==> src/rtl/tiny16_sysctl_pkg.sv <==
`timescale 1ns/100ps
// Shared definitions for the Tiny16 system controller: FSM states, interrupt
// source indices and the acknowledge priority helper.
package tiny16_sysctl_pkg;

  localparam int unsigned NUM_IRQ   = 2;
  localparam int unsigned IRQ_TIMER = 0;
  localparam int unsigned IRQ_EXT   = 1;

  typedef enum logic [1:0] {
    ST_RESET_HOLD = 2'd0,
    ST_RUN        = 2'd1,
    ST_WFI_SLEEP  = 2'd2,
    ST_HALTED     = 2'd3
  } state_e;

  // Selects the single pending bit an acknowledge retires; timer outranks external.
  function automatic logic [NUM_IRQ-1:0] ack_mask(input logic [NUM_IRQ-1:0] pend);
    logic [NUM_IRQ-1:0] m;
    m = '0;
    if (pend[IRQ_TIMER])    m[IRQ_TIMER] = 1'b1;
    else if (pend[IRQ_EXT]) m[IRQ_EXT]   = 1'b1;
    return m;
  endfunction

endpackage

==> src/rtl/tiny16_sysctl_if.sv <==
`timescale 1ns/100ps
// CPU-facing control bundle of the system controller: sleep/halt status and
// acknowledge from the CPU, reset, clock enable and interrupt request to it.
interface tiny16_sysctl_if;
  import tiny16_sysctl_pkg::*;

  logic               nhlt;
  logic               nwfi;
  logic               irq_ack;
  logic               cpu_nreset;
  logic               cpu_clk_en;
  logic               irq;
  logic [NUM_IRQ-1:0] irq_src;

  modport master (
    input  nhlt, nwfi, irq_ack,
    output cpu_nreset, cpu_clk_en, irq, irq_src
  );

  modport slave (
    output nhlt, nwfi, irq_ack,
    input  cpu_nreset, cpu_clk_en, irq, irq_src
  );

endinterface

==> src/rtl/tiny16_edge_sync.sv <==
`timescale 1ns/100ps
// Two-flop synchroniser for an asynchronous input followed by a rising-edge
// detector; rise_c is a one-cycle pulse in the clk domain.
module tiny16_edge_sync (
  input  logic clk,
  input  logic nreset,
  input  logic d,
  output logic rise_c
);

  // [0],[1] synchroniser stages, [2] previous synchronised value
  logic [2:0] sync_q;

  always_ff @(posedge clk or negedge nreset) begin
    if (!nreset) sync_q <= '0;
    else         sync_q <= {sync_q[1:0], d};
  end

  assign rise_c = sync_q[1] & ~sync_q[2];

endmodule

==> src/rtl/tiny16_sysctl.sv <==
`timescale 1ns/100ps
// Tiny16 system controller: prescaler, CPU power-on reset, timer and external
// interrupts, WFI/HLT clock gating and status LED.
module tiny16_sysctl
  import tiny16_sysctl_pkg::*;
#(
  parameter int unsigned COUNTER_BITS = 24,
  parameter int unsigned RESET_BIT    = 20,
  parameter int unsigned TIMER_BIT    = 22
) (
  input  logic                   clk,
  input  logic                   nreset,
  tiny16_sysctl_if.master        cpu,
  input  logic                   ext_irq,
  output logic                   led
);

  logic [COUNTER_BITS-1:0] counter;
  logic                    tbit_q;
  logic                    tick_c;
  logic                    ext_edge_c;

  state_e             state, state_next;
  logic [NUM_IRQ-1:0] pend_q, pend_next;
  logic [NUM_IRQ-1:0] set_c, clr_c;
  logic               led_q, led_next;
  logic               cpu_nreset_q, cpu_nreset_next;
  logic               cpu_clk_en_q, cpu_clk_en_next;
  logic               irq_q, irq_next;

  // Free-running prescaler and timer-bit history
  always_ff @(posedge clk or negedge nreset) begin
    if (!nreset) begin
      counter <= '0;
      tbit_q  <= 1'b0;
    end else begin
      counter <= counter + COUNTER_BITS'(1);
      tbit_q  <= counter[TIMER_BIT];
    end
  end

  assign tick_c = counter[TIMER_BIT] & ~tbit_q;

  tiny16_edge_sync u_ext_sync (
    .clk    (clk),
    .nreset (nreset),
    .d      (ext_irq),
    .rise_c (ext_edge_c)
  );

  // State and registered outputs
  always_ff @(posedge clk or negedge nreset) begin
    if (!nreset) begin
      state        <= ST_RESET_HOLD;
      pend_q       <= '0;
      led_q        <= 1'b0;
      cpu_nreset_q <= 1'b0;
      cpu_clk_en_q <= 1'b1;
      irq_q        <= 1'b0;
    end else begin
      state        <= state_next;
      pend_q       <= pend_next;
      led_q        <= led_next;
      cpu_nreset_q <= cpu_nreset_next;
      cpu_clk_en_q <= cpu_clk_en_next;
      irq_q        <= irq_next;
    end
  end

  always_comb begin
    state_next = state;
    pend_next  = pend_q;
    led_next   = led_q;
    set_c      = '0;
    clr_c      = '0;

    unique case (state)
      ST_RESET_HOLD: if (counter[RESET_BIT]) state_next = ST_RUN;
      ST_RUN: begin
        if (!cpu.nhlt)                      state_next = ST_HALTED;
        else if (!cpu.nwfi && pend_q == '0) state_next = ST_WFI_SLEEP;
      end
      ST_WFI_SLEEP:  if (pend_q != '0) state_next = ST_RUN;
      ST_HALTED:     state_next = ST_HALTED;
      default:       state_next = ST_RESET_HOLD;
    endcase

    // Sources only latch while the CPU is alive; a same-cycle set beats the ack clear
    if (state == ST_RUN || state == ST_WFI_SLEEP) begin
      set_c[IRQ_TIMER] = tick_c;
      set_c[IRQ_EXT]   = ext_edge_c;
      if (cpu.irq_ack) clr_c = ack_mask(pend_q);
      pend_next = (pend_q & ~clr_c) | set_c;
      if (tick_c) led_next = ~led_q;
    end else begin
      pend_next = '0;
    end

    if (state_next == ST_HALTED) begin
      pend_next = '0;
      led_next  = 1'b1;
    end

    cpu_nreset_next = (state_next != ST_RESET_HOLD);
    cpu_clk_en_next = !(state_next inside {ST_WFI_SLEEP, ST_HALTED});
    irq_next        = (|pend_next) && (state_next inside {ST_RUN, ST_WFI_SLEEP});
  end

  assign cpu.cpu_nreset = cpu_nreset_q;
  assign cpu.cpu_clk_en = cpu_clk_en_q;
  assign cpu.irq        = irq_q;
  assign cpu.irq_src    = pend_q;
  assign led            = led_q;

endmodule

==> src/flat_wrapper.sv <==
// flat-port wrapper written by rule: the top's interface ports become plain ports
module tiny16_sysctl_flat import tiny16_sysctl_pkg::*;
#(
  parameter int unsigned COUNTER_BITS = 24,
  parameter int unsigned RESET_BIT    = 20,
  parameter int unsigned TIMER_BIT    = 22
)
  (clk, nreset, ext_irq, led, cpu_nhlt, cpu_nwfi, cpu_irq_ack, cpu_cpu_nreset, cpu_cpu_clk_en, cpu_irq, cpu_irq_src);
  tiny16_sysctl_if cpu_i ();
  input  logic clk;
  input  logic nreset;
  input  logic ext_irq;
  output logic led;
  input wire logic [$bits(cpu_i.nhlt)-1:0] cpu_nhlt;
  input wire logic [$bits(cpu_i.nwfi)-1:0] cpu_nwfi;
  input wire logic [$bits(cpu_i.irq_ack)-1:0] cpu_irq_ack;
  output wire logic [$bits(cpu_i.cpu_nreset)-1:0] cpu_cpu_nreset;
  output wire logic [$bits(cpu_i.cpu_clk_en)-1:0] cpu_cpu_clk_en;
  output wire logic [$bits(cpu_i.irq)-1:0] cpu_irq;
  output wire logic [$bits(cpu_i.irq_src)-1:0] cpu_irq_src;
  assign cpu_i.nhlt = cpu_nhlt;
  assign cpu_i.nwfi = cpu_nwfi;
  assign cpu_i.irq_ack = cpu_irq_ack;
  assign cpu_cpu_nreset = cpu_i.cpu_nreset;
  assign cpu_cpu_clk_en = cpu_i.cpu_clk_en;
  assign cpu_irq = cpu_i.irq;
  assign cpu_irq_src = cpu_i.irq_src;
  tiny16_sysctl #(.COUNTER_BITS(COUNTER_BITS), .RESET_BIT(RESET_BIT), .TIMER_BIT(TIMER_BIT)) u_core (.clk(clk), .nreset(nreset), .cpu(cpu_i), .ext_irq(ext_irq), .led(led));
endmodule
==> config.mk <==
export PLATFORM = sky130hd
export DESIGN_NAME = tiny16_sysctl_flat
export DESIGN_NICKNAME = d
export VERILOG_FILES = /design/src/rtl/tiny16_sysctl_pkg.sv /design/src/rtl/tiny16_sysctl_if.sv /design/src/rtl/tiny16_edge_sync.sv /design/src/rtl/tiny16_sysctl.sv /design/src/flat_wrapper.sv
export SDC_FILE = /design/constraint.sdc
export NUM_CORES = 1
export LEC_CHECK = 0
export ABC_AREA = 1
export CAP_MARGIN = 15
export CORE_ASPECT_RATIO = 0.7
export CORE_MARGIN = 2
export CORE_UTILIZATION = 46
export CTS_CLUSTER_SIZE = 28
export DETAILED_ROUTE_END_ITERATION = 16
export GPL_TIMING_DRIVEN = 1
export HOLD_SLACK_MARGIN = 0.06
export SYNTH_ARGS = -nofsm -noshare
export SYNTH_HDL_FRONTEND = slang
export SYNTH_SLANG_ARGS = --single-unit
==> constraint.sdc <==
create_clock -name clk -period 3.4 [get_ports clk]
set_input_delay 0.68 -clock clk [delete_from_list [all_inputs] [get_ports clk]]
set_output_delay 0.68 -clock clk [all_outputs]
set_load 0.005 [all_outputs]
After elaboration in Yosys (flattened, before gate mapping)
Index checks and enable logic that the tools add are counted.
{"block": "op_classes", "addsub": 1, "n_reduce_logical": 15, "eq_ne": 6, "bitwise_logic": 8, "muxes": 15}
{"cell": "24-bit by 1-bit adder with 24-bit output, second input constant", "count": 1}
{"cell": "2-bit two-way mux", "count": 8}
{"cell": "2-bit nonzero test", "count": 6}
{"cell": "2-bit == test, second input constant", "count": 4}
{"cell": "2-bit case mux with 4 select lines", "count": 1}
{"cell": "1-bit two-way mux", "count": 6}
{"cell": "2-bit by 1-bit == test with 1-bit output, second input constant", "count": 2}
{"cell": "2-bit logical NOT", "count": 2}
{"cell": "1-bit inverter", "count": 3}
{"cell": "1-bit bitwise AND", "count": 2}
{"cell": "2-bit bitwise AND", "count": 1}
{"cell": "1-bit logical AND", "count": 2}
{"cell": "1-bit logical NOT", "count": 2}
{"cell": "2-bit inverter", "count": 1}
{"cell": "2-bit bitwise OR", "count": 1}
{"cell": "2-bit AND reduction", "count": 1}
{"cell": "2-bit OR reduction", "count": 1}
{"cell": "1-bit logical OR", "count": 1}
{"block": "totals", "input_bits": 6, "reg_bits": 36}

Depth between registers and ports, before layout
Gate-level depths: netlist (run 1).
{"block": "depth", "ltp_word": 11, "mapped_depth": 12, "ltp_nobuf": 12}

By module
Synthesis (run 1) repeated with hierarchy kept, for this count alone.
{"block": "unflattened", "hier_cells": 210, "area_unflattened_um2": 1762.9}
{"module": "tiny16_sysctl", "instances": 1, "area_each_um2": 1677.9, "seq_area_each_um2": 802.0, "cells_each": 205}
{"module": "tiny16_edge_sync", "instances": 1, "area_each_um2": 85.1, "seq_area_each_um2": 75.1, "cells_each": 5}

Worst setup path before layout (run 1)
No wires, ideal clock.
{"block": "synth_path", "path_type": "register to register", "startpoint": "register u_core.state[0]", "endpoint": "register u_core.irq_q (netlist: u_core.cpu.irq)", "path_stages_with_launch": 12, "setup_time_ps": 77, "required_time_ps": 3323, "arrival_time_ps": 1644, "path_slack_ps": 1678, "synth_period_minus_slack_ps": 1722, "cell_sequence": "dfrtp_1 inv_1 ha_1 nor2_1 a21boi_0 nand2_1 nand2_1 inv_1 ha_1 nor2_1 nand2_1 a21oi_1"}
{"block": "synth_between", "elab_chain_len": 7, "word_cells_on_any_way": 18}
{"element": "from (decl)", "line": "tiny16_sysctl.sv:23", "rtl": "state_e state, state_next;"}
{"element": "from (signal assigned)", "line": "tiny16_sysctl.sv:61", "rtl": "state <= state_next;"}
{"element": "2-bit two-way mux", "line": "tiny16_sysctl.sv:81", "rtl": "else if (!cpu.nwfi && pend_q == '0) state_next = ST_WFI_SLEEP;"}
{"element": "2-bit two-way mux", "line": "tiny16_sysctl.sv:80", "rtl": "if (!cpu.nhlt) state_next = ST_HALTED;"}
{"element": "2-bit case mux with 4 select lines (*)", "line": "tiny16_sysctl.sv:77", "rtl": "unique case (state)"}
{"element": "via u_core.state_next[0]", "line": "tiny16_sysctl.sv:23"}
{"element": "2-bit == test", "line": "tiny16_sysctl.sv:99", "rtl": "if (state_next == ST_HALTED) begin"}
{"element": "2-bit two-way mux", "line": "tiny16_sysctl.sv:99"}
{"element": "2-bit OR reduction", "line": "tiny16_sysctl.sv:106", "rtl": "irq_next = (|pend_next) && (state_next inside {ST_RUN, ST_WFI_SLEEP});"}
{"element": "1-bit logical AND (*)", "line": "tiny16_sysctl.sv:106"}
{"element": "via u_core.irq_next", "line": "tiny16_sysctl.sv:29", "rtl": "logic irq_q, irq_next;"}
{"element": "to (signal assigned)", "line": "tiny16_sysctl.sv:66", "rtl": "irq_q <= irq_next;"}
{"element": "to (decl)", "line": "tiny16_sysctl.sv:29"}
The timed path passes the listed nets; every way through them passes the cells marked *.
A chain may end at the register's enable or synchronous reset.

Worst setup path after layout (run 1)
{"block": "layout_path", "startpoint": "input cpu_nwfi", "endpoint": "register u_core.irq_q (netlist: u_core.cpu.irq)"}
{"block": "layout_between", "elab_chain_len": 9, "word_cells_on_any_way": 12}
{"element": "from (decl)", "line": "flat_wrapper.sv:15", "rtl": "input wire logic [$bits(cpu_i.nwfi)-1:0] cpu_nwfi;"}
{"element": "1-bit logical NOT (*)", "line": "tiny16_sysctl.sv:81"}
{"element": "1-bit logical AND (*)", "line": "tiny16_sysctl.sv:81"}
{"element": "2-bit two-way mux (*)", "line": "tiny16_sysctl.sv:81"}
{"element": "2-bit two-way mux (*)", "line": "tiny16_sysctl.sv:80"}
{"element": "2-bit case mux with 4 select lines (*)", "line": "tiny16_sysctl.sv:77"}
{"element": "via u_core.state_next[0]", "line": "tiny16_sysctl.sv:23"}
{"element": "2-bit == test", "line": "tiny16_sysctl.sv:99"}
{"element": "2-bit two-way mux", "line": "tiny16_sysctl.sv:99"}
{"element": "2-bit OR reduction", "line": "tiny16_sysctl.sv:106"}
{"element": "1-bit logical AND (*)", "line": "tiny16_sysctl.sv:106"}
{"element": "via u_core.irq_next", "line": "tiny16_sysctl.sv:29"}
Marks and branches as above.

==> results of run 1 <==
## report_power, final
part / switching, mW / internal, mW
sequential: 0.000565 / 0.418
combinational: 0.00993 / 0.00680
clock: 0.152 / 0.142
## worst max-delay path by stage
| stage | depth (start not counted) | startpoint | slack [ns] | to |
|---|---|---|---|---|
| 2_1_floorplan | 11 | u_core.state[0] | 1.68 | u_core.cpu.irq |
| 3_3_place_gp | 12 | cpu_nhlt | 1.15 | u_core.cpu.irq |
| 3_5_place_dp | 13 | cpu_nwfi | 1.13 | u_core.cpu.irq |
| 4_1_cts | 1 | u_core.cpu.cpu_clk_en | 1.41 | cpu_cpu_clk_en |
| 5_1_grt | 12 | cpu_nhlt | 1.24 | u_core.cpu.irq |
| 6_report | 13 | cpu_nwfi | 1.38 | u_core.cpu.irq |
## cells by family (layout without fill, tap and decap cells)
logic type | after synthesis | after routing
adders and majority gates | 8 | 8
AOI/OAI and AO/OA | 9 | 9
and+or+nand+nor | 116 | 116
DFF | 35 | 35
xor gates and xnor gates | 14 | 14
buffers and inverters | 23 | 43
## per-layer routing
layer  wire, um  vias up  GRT usage, %
met4         46        0          6.77
met3        142        7          4.87
met1       1630      584          22.8
met5          0        -             0
met2       1220       21          22.4
li1           -      666             -
## layout make-up
type / count / area [um^2] / area share, %
clock buffers: 5 / 68.8 / 3.39
clock inverters: 3 / 20.0 / 0.987
inverters: 23 / 86.3 / 4.26
multi-input cells: 147 / 796 / 39.2
flip-flops and latches: 35 / 877 / 43.2
well taps: 50 / 62.6 / 3.08
repair buffers: 12 / 118 / 5.80
## registers in the layout (all words and copies together), names as in the netlist
register,count
u_core.cpu.irq_src,2
u_core.state,2
u_core.cpu.irq,1
u_core.led,1
u_core.u_ext_sync.sync_q,3
u_core.tbit_q,1
u_core.cpu.cpu_nreset,1
u_core.counter,23
u_core.cpu.cpu_clk_en,1
## Yosys cell counts
| cell | instances | area share (%) |
|---|---|---|
| a21boi_0 | 1 | 0.43 |
| a21oi_1 | 3 | 0.85 |
| and2_1 | 2 | 0.71 |
| dfrtp_1 | 34 | 48 |
| dfstp_2 | 1 | 1.5 |
| ha_1 | 8 | 5.7 |
| inv_1 | 22 | 4.7 |
| inv_2 | 1 | 0.21 |
| nand2_1 | 64 | 14 |
| nand2_2 | 2 | 0.71 |
| nand2_4 | 1 | 0.64 |
| nand3_1 | 7 | 2.0 |
| nand3_2 | 2 | 1.1 |
| nand3b_1 | 3 | 1.3 |
| nor2_1 | 27 | 5.8 |
| nor2_2 | 3 | 1.1 |
| nor2_4 | 4 | 2.6 |
| nor3_1 | 1 | 0.28 |
| o21ai_0 | 3 | 0.85 |
| o21ai_1 | 1 | 0.28 |
| o22ai_1 | 1 | 0.36 |
| xnor2_1 | 7 | 3.5 |
| xor2_1 | 7 | 3.5 |
## critical path: stages
cell and delay (ns):
clkdlybuf4s50_1 0.40, inv_1 0.05, nand2_1 0.06, nand2_1 0.07, nand2_1 0.05, nand2_1 0.05
nand2_1 0.05, nand2_1 0.11, inv_1 0.07, ha_1 0.23, nor2_1 0.17, nand2_1 0.10
a21oi_1 0.14
==> metrics.cfg, run 1 <==
[sta]
whs_ns = 0.349
setup_viol = 0
slew_viol_final = 0
fin_crit_ns = 2.02
rsz0062_at_grt = no
slew-limit-headroom_pct = 71.4
worstMarginPinSlew_ns = 0.429
fmax_mhz = 495
fin_setup_tns_ns = 0
hold_viol = 0
skew_ns = 0.00238
worst_slack_ns = 1.38
fin_crit_sh_pct = 59.4

[cts]
cts_tree = done
root_buffer = clkbuf_8
post_cts_resized = 0
postCtsHoldBufs = 0
cts_buffer_depth = 2
numCtsBuffers = 5
clk_pin_slew_worst_paths_ns = 0.07
cts_max_level = 2
insertion_delay_ns = 0.28
postCtsSetupBuffers = 0
clock-sinks = 35

[synthesis]
ys_ff_latch = 35
yosys.area_share.xor_xnor_pct = 6.97
synth-simple-area-share_pct = 29.8
synth_top_family_by_area = simple AND/OR/NAND/NOR gates
yosys.area_share.adder_pct = 5.69
synth.area.mux_share_pct = 0
synth_fp_nets = 219
seq_area_frac_synth_pct = 49.9
synth_compound_area_share_pct = 2.77
synth_cell_type_count = 23
synthesis.area_um2 = 1760
synth.avg_cell_area_um2 = 8.58
synth_warnings = 0
synth_cells = 205

[layout]
utilization_pct = 56.3
drive_above_1_share_pct = 10.2
n_antenna_cell = 0
finalInstanceArea_um2 = 2030
fin_cells = 275
finalNetCount = 238
layout_commonest_cell = nand2_1
area_delta_synth_final_pct = 15.3
n_fill_cell = 344
final_cell_mix = 64 x nand2_1, 34 x dfrtp_1, 27 x nor2_1

[route]
drt-initial-drc-count = 37
ant_nets = 0
vias_per_cell = 4.65
drt-total-wl_um = 3040
dr_total_vias = 1278
drc_errors = 0
firstDrtPassIters = 4
routedWlPerCell_um = 11.1

[grt]
grt_usage_pct = 16.0
grt-ovfl-total = 0
grt_pass1_vias = 1240
grt_pass1_wl_um = 5370
grt_start_max_net_pins = 36
antenna_found_initial = 0

[worst_setup_path]
rrSetupSlack_ns = 1.42
endpoint_kind = flip-flop
crit_required_ns = 3.61
r2r-end = u_core.cpu.irq
start_kind = input pin
reg2regPathDepth = 11
critPathKind = input pin to flip-flop
arrival_ns = 2.23
cp_max_fo = 3
rr_startpoint = u_core.state[0]

[place]
dpl.cell_count = 267
preCtsSetupSlack_ns = 1.13
port_buffers = 11
dp_hpwl_um = 2350
postPlaceCellArea_um2 = 1940
gp_congestion = 0.816

[floorplanning]
core_area_um2 = 3600
start_util_pct = 48.8
ios = 12
rows = 18
die_x_um = 77.9
fp.dieArea_um2 = 4340
die-height_um = 55.7

[status]
status = completed

[pwr]
fin_total_pwr_uw = 730
peakVddDrop_v = 0.000267
power.density_nw_per_um2 = 360
p_leak_nw = 0.981

[job]
maxCapViolCount = 0

[worst_hold_path]
hold_class = flip-flop to flip-flop
min_from = u_core.u_ext_sync.sync_q[0]
hold_end = u_core.u_ext_sync.sync_q[1]
holdPathStages = 0

(Power assumes the default switching activity.)
==> run 2, diff against run 1 <==
==> constraint.sdc (replaced) <==
create_clock -name clk -period 2 [get_ports clk]
set_input_delay 0.4 -clock clk [delete_from_list [all_inputs] [get_ports clk]]
set_output_delay 0.4 -clock clk [all_outputs]
set_load 0.005 [all_outputs]
==> metrics.cfg, run 2 (synthesis gave the netlist of run 1 again) <==
[sta]
hold_viol = 0
setup_viol = 0
whs_ns = 0.351
fin_crit_ns = 1.81
skew_ns = 0.00790
fmax_mhz = 551
slew_viol_final = 0
worstMarginPinSlew_ns = 0.426
slew-limit-headroom_pct = 71.6
fin_crit_sh_pct = 90.7
worst_slack_ns = 0.186

[route]
drc_errors = 0
drt-total-wl_um = 3090
dr_total_vias = 1271
routed.top_layer = met4
firstDrtPassIters = 4
vias_per_cell = 4.57
routedLengthMet1_um = 1600
wl_met3_um = 167
ant_nets = 0
drt-initial-drc-count = 66
routedWlPerCell_um = 11.1
met2WireLength_um = 1290

[grt]
antenna_found_initial = 0
grt_usage_pct = 16.5
grt_pass1_vias = 1294
grt-ovfl-total = 0
grt_pass1_wl_um = 5560
grt_start_max_net_pins = 36

[worst_setup_path]
max_stage_delay_ns = 0.39
critPathKind = flip-flop to flip-flop
cp_cell_sequence = buf_4, ha_1, nand2_1, inv_1, a21oi_1, nand3_1, nand2_1, inv_1, ha_2, nor2_2, nand2_1, a21oi_2
arrival_ns = 2.03
endpoint_kind = flip-flop
critPathMostFrequentCell = nand2_1
critPathTopFamily = simple AND/OR/NAND/NOR gates
cp_max_fo = 3
critPathBufInv = 3
cpMaxStageDelayCell = dfrtp_1
start_kind = flip-flop
crit_required_ns = 2.21
startpoint = u_core.state[1]
rr_startpoint = u_core.state[1]

[floorplanning]
fp.dieArea_um2 = 4340
rows = 18
die-height_um = 55.7
die_x_um = 77.9
ios = 12
core_area_um2 = 3600
start_util_pct = 48.8

[layout]
drive_above_1_share_pct = 13.2
layout_commonest_cell = nand2_1
largest_reg_flops = 23
finalNetCount = 241
area_delta_synth_final_pct = 18.5
n_antenna_cell = 0
fin_cells = 278
n_fill_cell = 321
regMostFlops = u_core.counter
top_regs = u_core.counter x23, u_core.u_ext_sync.sync_q x3
final_cell_mix = 63 x nand2_1, 33 x dfrtp_1, 26 x nor2_1

[cts]
clk_pin_slew_worst_paths_ns = 0.07
clock-sinks = 35
numCtsBuffers = 5
cts_max_level = 2
cts_tree = done
root_buffer = clkbuf_8
cts_buffer_depth = 2
insertion_delay_ns = 0.28
postCtsHoldBufs = 0

[place]
port_buffers = 11
gp_congestion = 0.831
dpl.cell_count = 268
dp_hpwl_um = 2340
preCtsSetupSlack_ns = -0.0303

[status]
status = completed

[worst_hold_path]
hold_class = flip-flop to flip-flop
min_from = u_core.u_ext_sync.sync_q[0]

[pwr]
peakVddDrop_v = 0.000465
fin_total_pwr_mw = 1.36
power.density_nw_per_um2 = 650
p_leak_nw = 1.00

[job]
maxCapViolCount = 0

-- run 2: worst paths after layout --
path / to / slack, ns / cells after the start
worst max register to register: u_core.cpu.irq / 0.19 / 12
worst min-delay path: u_core.u_ext_sync.sync_q[1] / 0.35 / 0
min in group asynchronous: u_core.counter[0] / 0.52 / 2
worst min register to register: u_core.u_ext_sync.sync_q[1] / 0.35 / 0
worst max-delay path: u_core.cpu.irq / 0.19 / 12
max in group asynchronous: u_core.cpu.cpu_clk_en / 1.14 / 2
-- run 2: power breakdown --
group          switching, mW  internal [mW]  total, mW
Combinational         0.0169         0.0116     0.0285
Sequential          0.000995          0.711      0.712
Clock                  0.244          0.372      0.615
Total                  0.261           1.09       1.36
-- run 2: layout make-up --
type | count | area [um^2] | area share (%)
timing repair buffer | 15 | 140 | 6.72
tap | 50 | 62.6 | 3.00
inverter | 23 | 86.3 | 4.14
sequential | 35 | 878 | 42.1
clock buffer | 6 | 72.6 | 3.48
clock inverter | 2 | 37.5 | 1.80
multi-input combinational | 147 | 807 | 38.7
-- run 2: worst register-to-register path, cell delays in order (launching register included) --
cell and delay (ns):
dfrtp_1 0.39, buf_4 0.15, ha_1 0.18, nand2_1 0.06, inv_1 0.04, a21oi_1 0.12
nand3_1 0.09, nand2_1 0.09, inv_1 0.08, ha_2 0.19, nor2_2 0.12, nand2_1 0.11
a21oi_2 0.14
-- run 2: repair_timing --
action | 4_1_cts | 5_1_grt
setup endpoints to repair | 0 | 3
buffers inserted | 0 | 2
resized for setup | 0 | 5
-- run 2: through the flow --
step | instance area [um^2] | util [%] | TNS (ns)
final | 2080 | 57.8 | 0
after global routing | 2080 | 57.8 | -0.0169
after CTS | 2060 | 57.1 | 0
after detailed placement | 1950 | 54.0 | -0.0303
after global placement | 1950 | 54.0 | 0
after floorplan | 1760 | - | 0
-- run 2: routing by layer --
metal	up-vias	global-route usage, %
li1	673	-
met1	576	22.7
met2	17	24.1
met3	5	5.36
met4	0	6.27
met5	-	0
==> run 3, diff against run 2 <==
==> constraint.sdc (replaced) <==
create_clock -name clk -period 2.1 [get_ports clk]
set_input_delay 0.42 -clock clk [delete_from_list [all_inputs] [get_ports clk]]
set_output_delay 0.42 -clock clk [all_outputs]
set_load 0.005 [all_outputs]
==> metrics.cfg, run 3 (synthesis gave the netlist of run 1 again) <==
[worst_setup_path]
rrSetupSlack_ns = 0.16
critPathMostFrequentCell = nand2_1
max_stage_delay_ns = 0.41
rr_startpoint = u_core.state[0]
startpoint = u_core.state[0]
endpoint_kind = flip-flop
reg2regPathDepth = 11
worst-path-stages = 11
critPathKind = flip-flop to flip-flop
cpMaxStageDelayCell = dfrtp_2
critPathTopFamily = simple AND/OR/NAND/NOR gates
start_kind = flip-flop
arrival_ns = 2.15
critPathBufInv = 2
cp_cell_sequence = inv_1, ha_1, nor2_1, a21boi_0, nand2_1, nand2_1, inv_1, ha_1, nor2_1, nand2_1, a21oi_1
cp_max_fo = 5
crit_required_ns = 2.31

[grt]
grt_pass1_vias = 1255
grt_usage_pct = 16.6
antenna_found_initial = 0
grt_pass1_wl_um = 5580
grt_start_max_net_pins = 36
grt-ovfl-total = 0

[cts]
numCtsBuffers = 5
clock-sinks = 35
clk_pin_slew_worst_paths_ns = 0.07
cts_buffer_depth = 2
root_buffer = clkbuf_8
cts_tree = done
postCtsHoldBufs = 0
insertion_delay_ns = 0.29
cts_max_level = 2

[route]
dr_total_vias = 1270
firstDrtPassIters = 4
drt-initial-drc-count = 46
drc_errors = 0
routedWlPerCell_um = 11.3
vias_per_cell = 4.60
ant_nets = 0
drt-total-wl_um = 3130

[layout]
utilization_pct = 57.2
regMostFlops = u_core.counter
n_fill_cell = 329
drive_above_1_share_pct = 11.1
top_regs = u_core.counter x23, u_core.u_ext_sync.sync_q x3
layout_commonest_cell = nand2_1
finalNetCount = 239
area_delta_synth_final_pct = 17.1
largest_reg_flops = 23
n_antenna_cell = 0
final_cell_mix = 64 x nand2_1, 33 x dfrtp_1, 27 x nor2_1

[sta]
setup_viol = 0
fin_crit_sh_pct = 92.3
fmax_mhz = 516
slew-limit-headroom_pct = 71.0
hold_viol = 0
skew_ns = 0.00486
fin_setup_tns_ns = 0
slew_viol_final = 0
worstMarginPinSlew_ns = 0.436
fin_crit_ns = 1.94
rsz0062_at_grt = no

[pwr]
switchingPower_uw = 267
p_leak_nw = 1.00
power.share.sequential_pct = 51.8
p_int_mw = 1.04
power.density_nw_per_um2 = 635
p_sw_share_pct = 20.4
clock_power_share_pct = 46.1
peakVddDrop_v = 0.000527
p_comb_share_pct = 2.1

[worst_hold_path]
min_from = u_core.u_ext_sync.sync_q[0]
holdPathStages = 0
hold_class = flip-flop to flip-flop

[place]
dp_hpwl_um = 2390
port_buffers = 11
gp_congestion = 0.816

[status]
status = completed

[floorplanning]
fp.dieArea_um2 = 4340
die_x_um = 77.9
start_util_pct = 48.8
die-height_um = 55.7
core_area_um2 = 3600
rows = 18
ios = 12

[job]
maxCapViolCount = 0

-- run 3: cell types whose count changed in the layout (fill, tap and decap cells not counted), sizes merged --
cell,before,now
clkinvlp,1,0
clkinv,0,2
clkbuf,6,5
buf,4,2
-- run 3: path summary, 6_finish.rpt --
path / to
worst max register to register: u_core.cpu.irq
worst min-delay path: u_core.u_ext_sync.sync_q[1]
worst min register to register: u_core.u_ext_sync.sync_q[1]
min in group asynchronous: u_core.counter[0]
max in group asynchronous: u_core.cpu.cpu_clk_en
worst max-delay path: u_core.cpu.irq
-- run 3: routing by layer --
metal | GRT usage [%] | wire length (um) | vias up
met3 | 4.87 | 102 | 7
met4 | 6.02 | 42 | 0
li1 | - | - | 671
met1 | 24.0 | 1710 | 574
met5 | 0 | 0 | -
met2 | 23.5 | 1280 | 18
-- run 3: through the flow --
| step | cells | setup slack (ns) | hold slack [ns] | cell area (um^2) | power, mW |
|---|---|---|---|---|---|
| 2_1_floorplan | 205 | 0.378 | 0.124 | 1760 | 0.694 |
| 3_3_place_gp | 267 | 0.114 | 0.347 | 1940 | 0.719 |
| 3_5_place_dp | 267 | 0.0890 | 0.337 | 1940 | 0.719 |
| 4_1_cts | 275 | 0.130 | 0.364 | 2050 | 1.32 |
| 5_1_grt | 276 | 0.00354 | 0.375 | 2060 | 1.36 |
| 6_report | 276 | 0.162 | 0.358 | 2060 | 1.31 |
-- run 3: repair_timing --
item | 4_1_cts | 5_1_grt
setup endpoints to repair | 0 | 1
resized for setup | 0 | 1
buffers inserted | 0 | 1
-- run 3: power by group through the flow --
stage / Combinational, mW / Sequential [mW] / Clock, mW
CTS: 0.0288 / 0.677 / 0.615
global route: 0.0320 / 0.678 / 0.651
finish: 0.0274 / 0.678 / 0.603
floorplan: 0.00363 / 0.690 / 0
global placement: 0.0283 / 0.691 / 0
detailed placement: 0.0287 / 0.691 / 0
-- run 3: final cells by class --
class                      count  area, um^2  area share, %
clock buffer                   5        68.8           3.34
clock inverter                 3        43.8           2.13
inverter                      23        86.3           4.19
multi-input combinational    147         796           38.6
sequential                    35         878           42.6
tap                           50        62.6           3.04
timing repair buffer          13         125           6.07
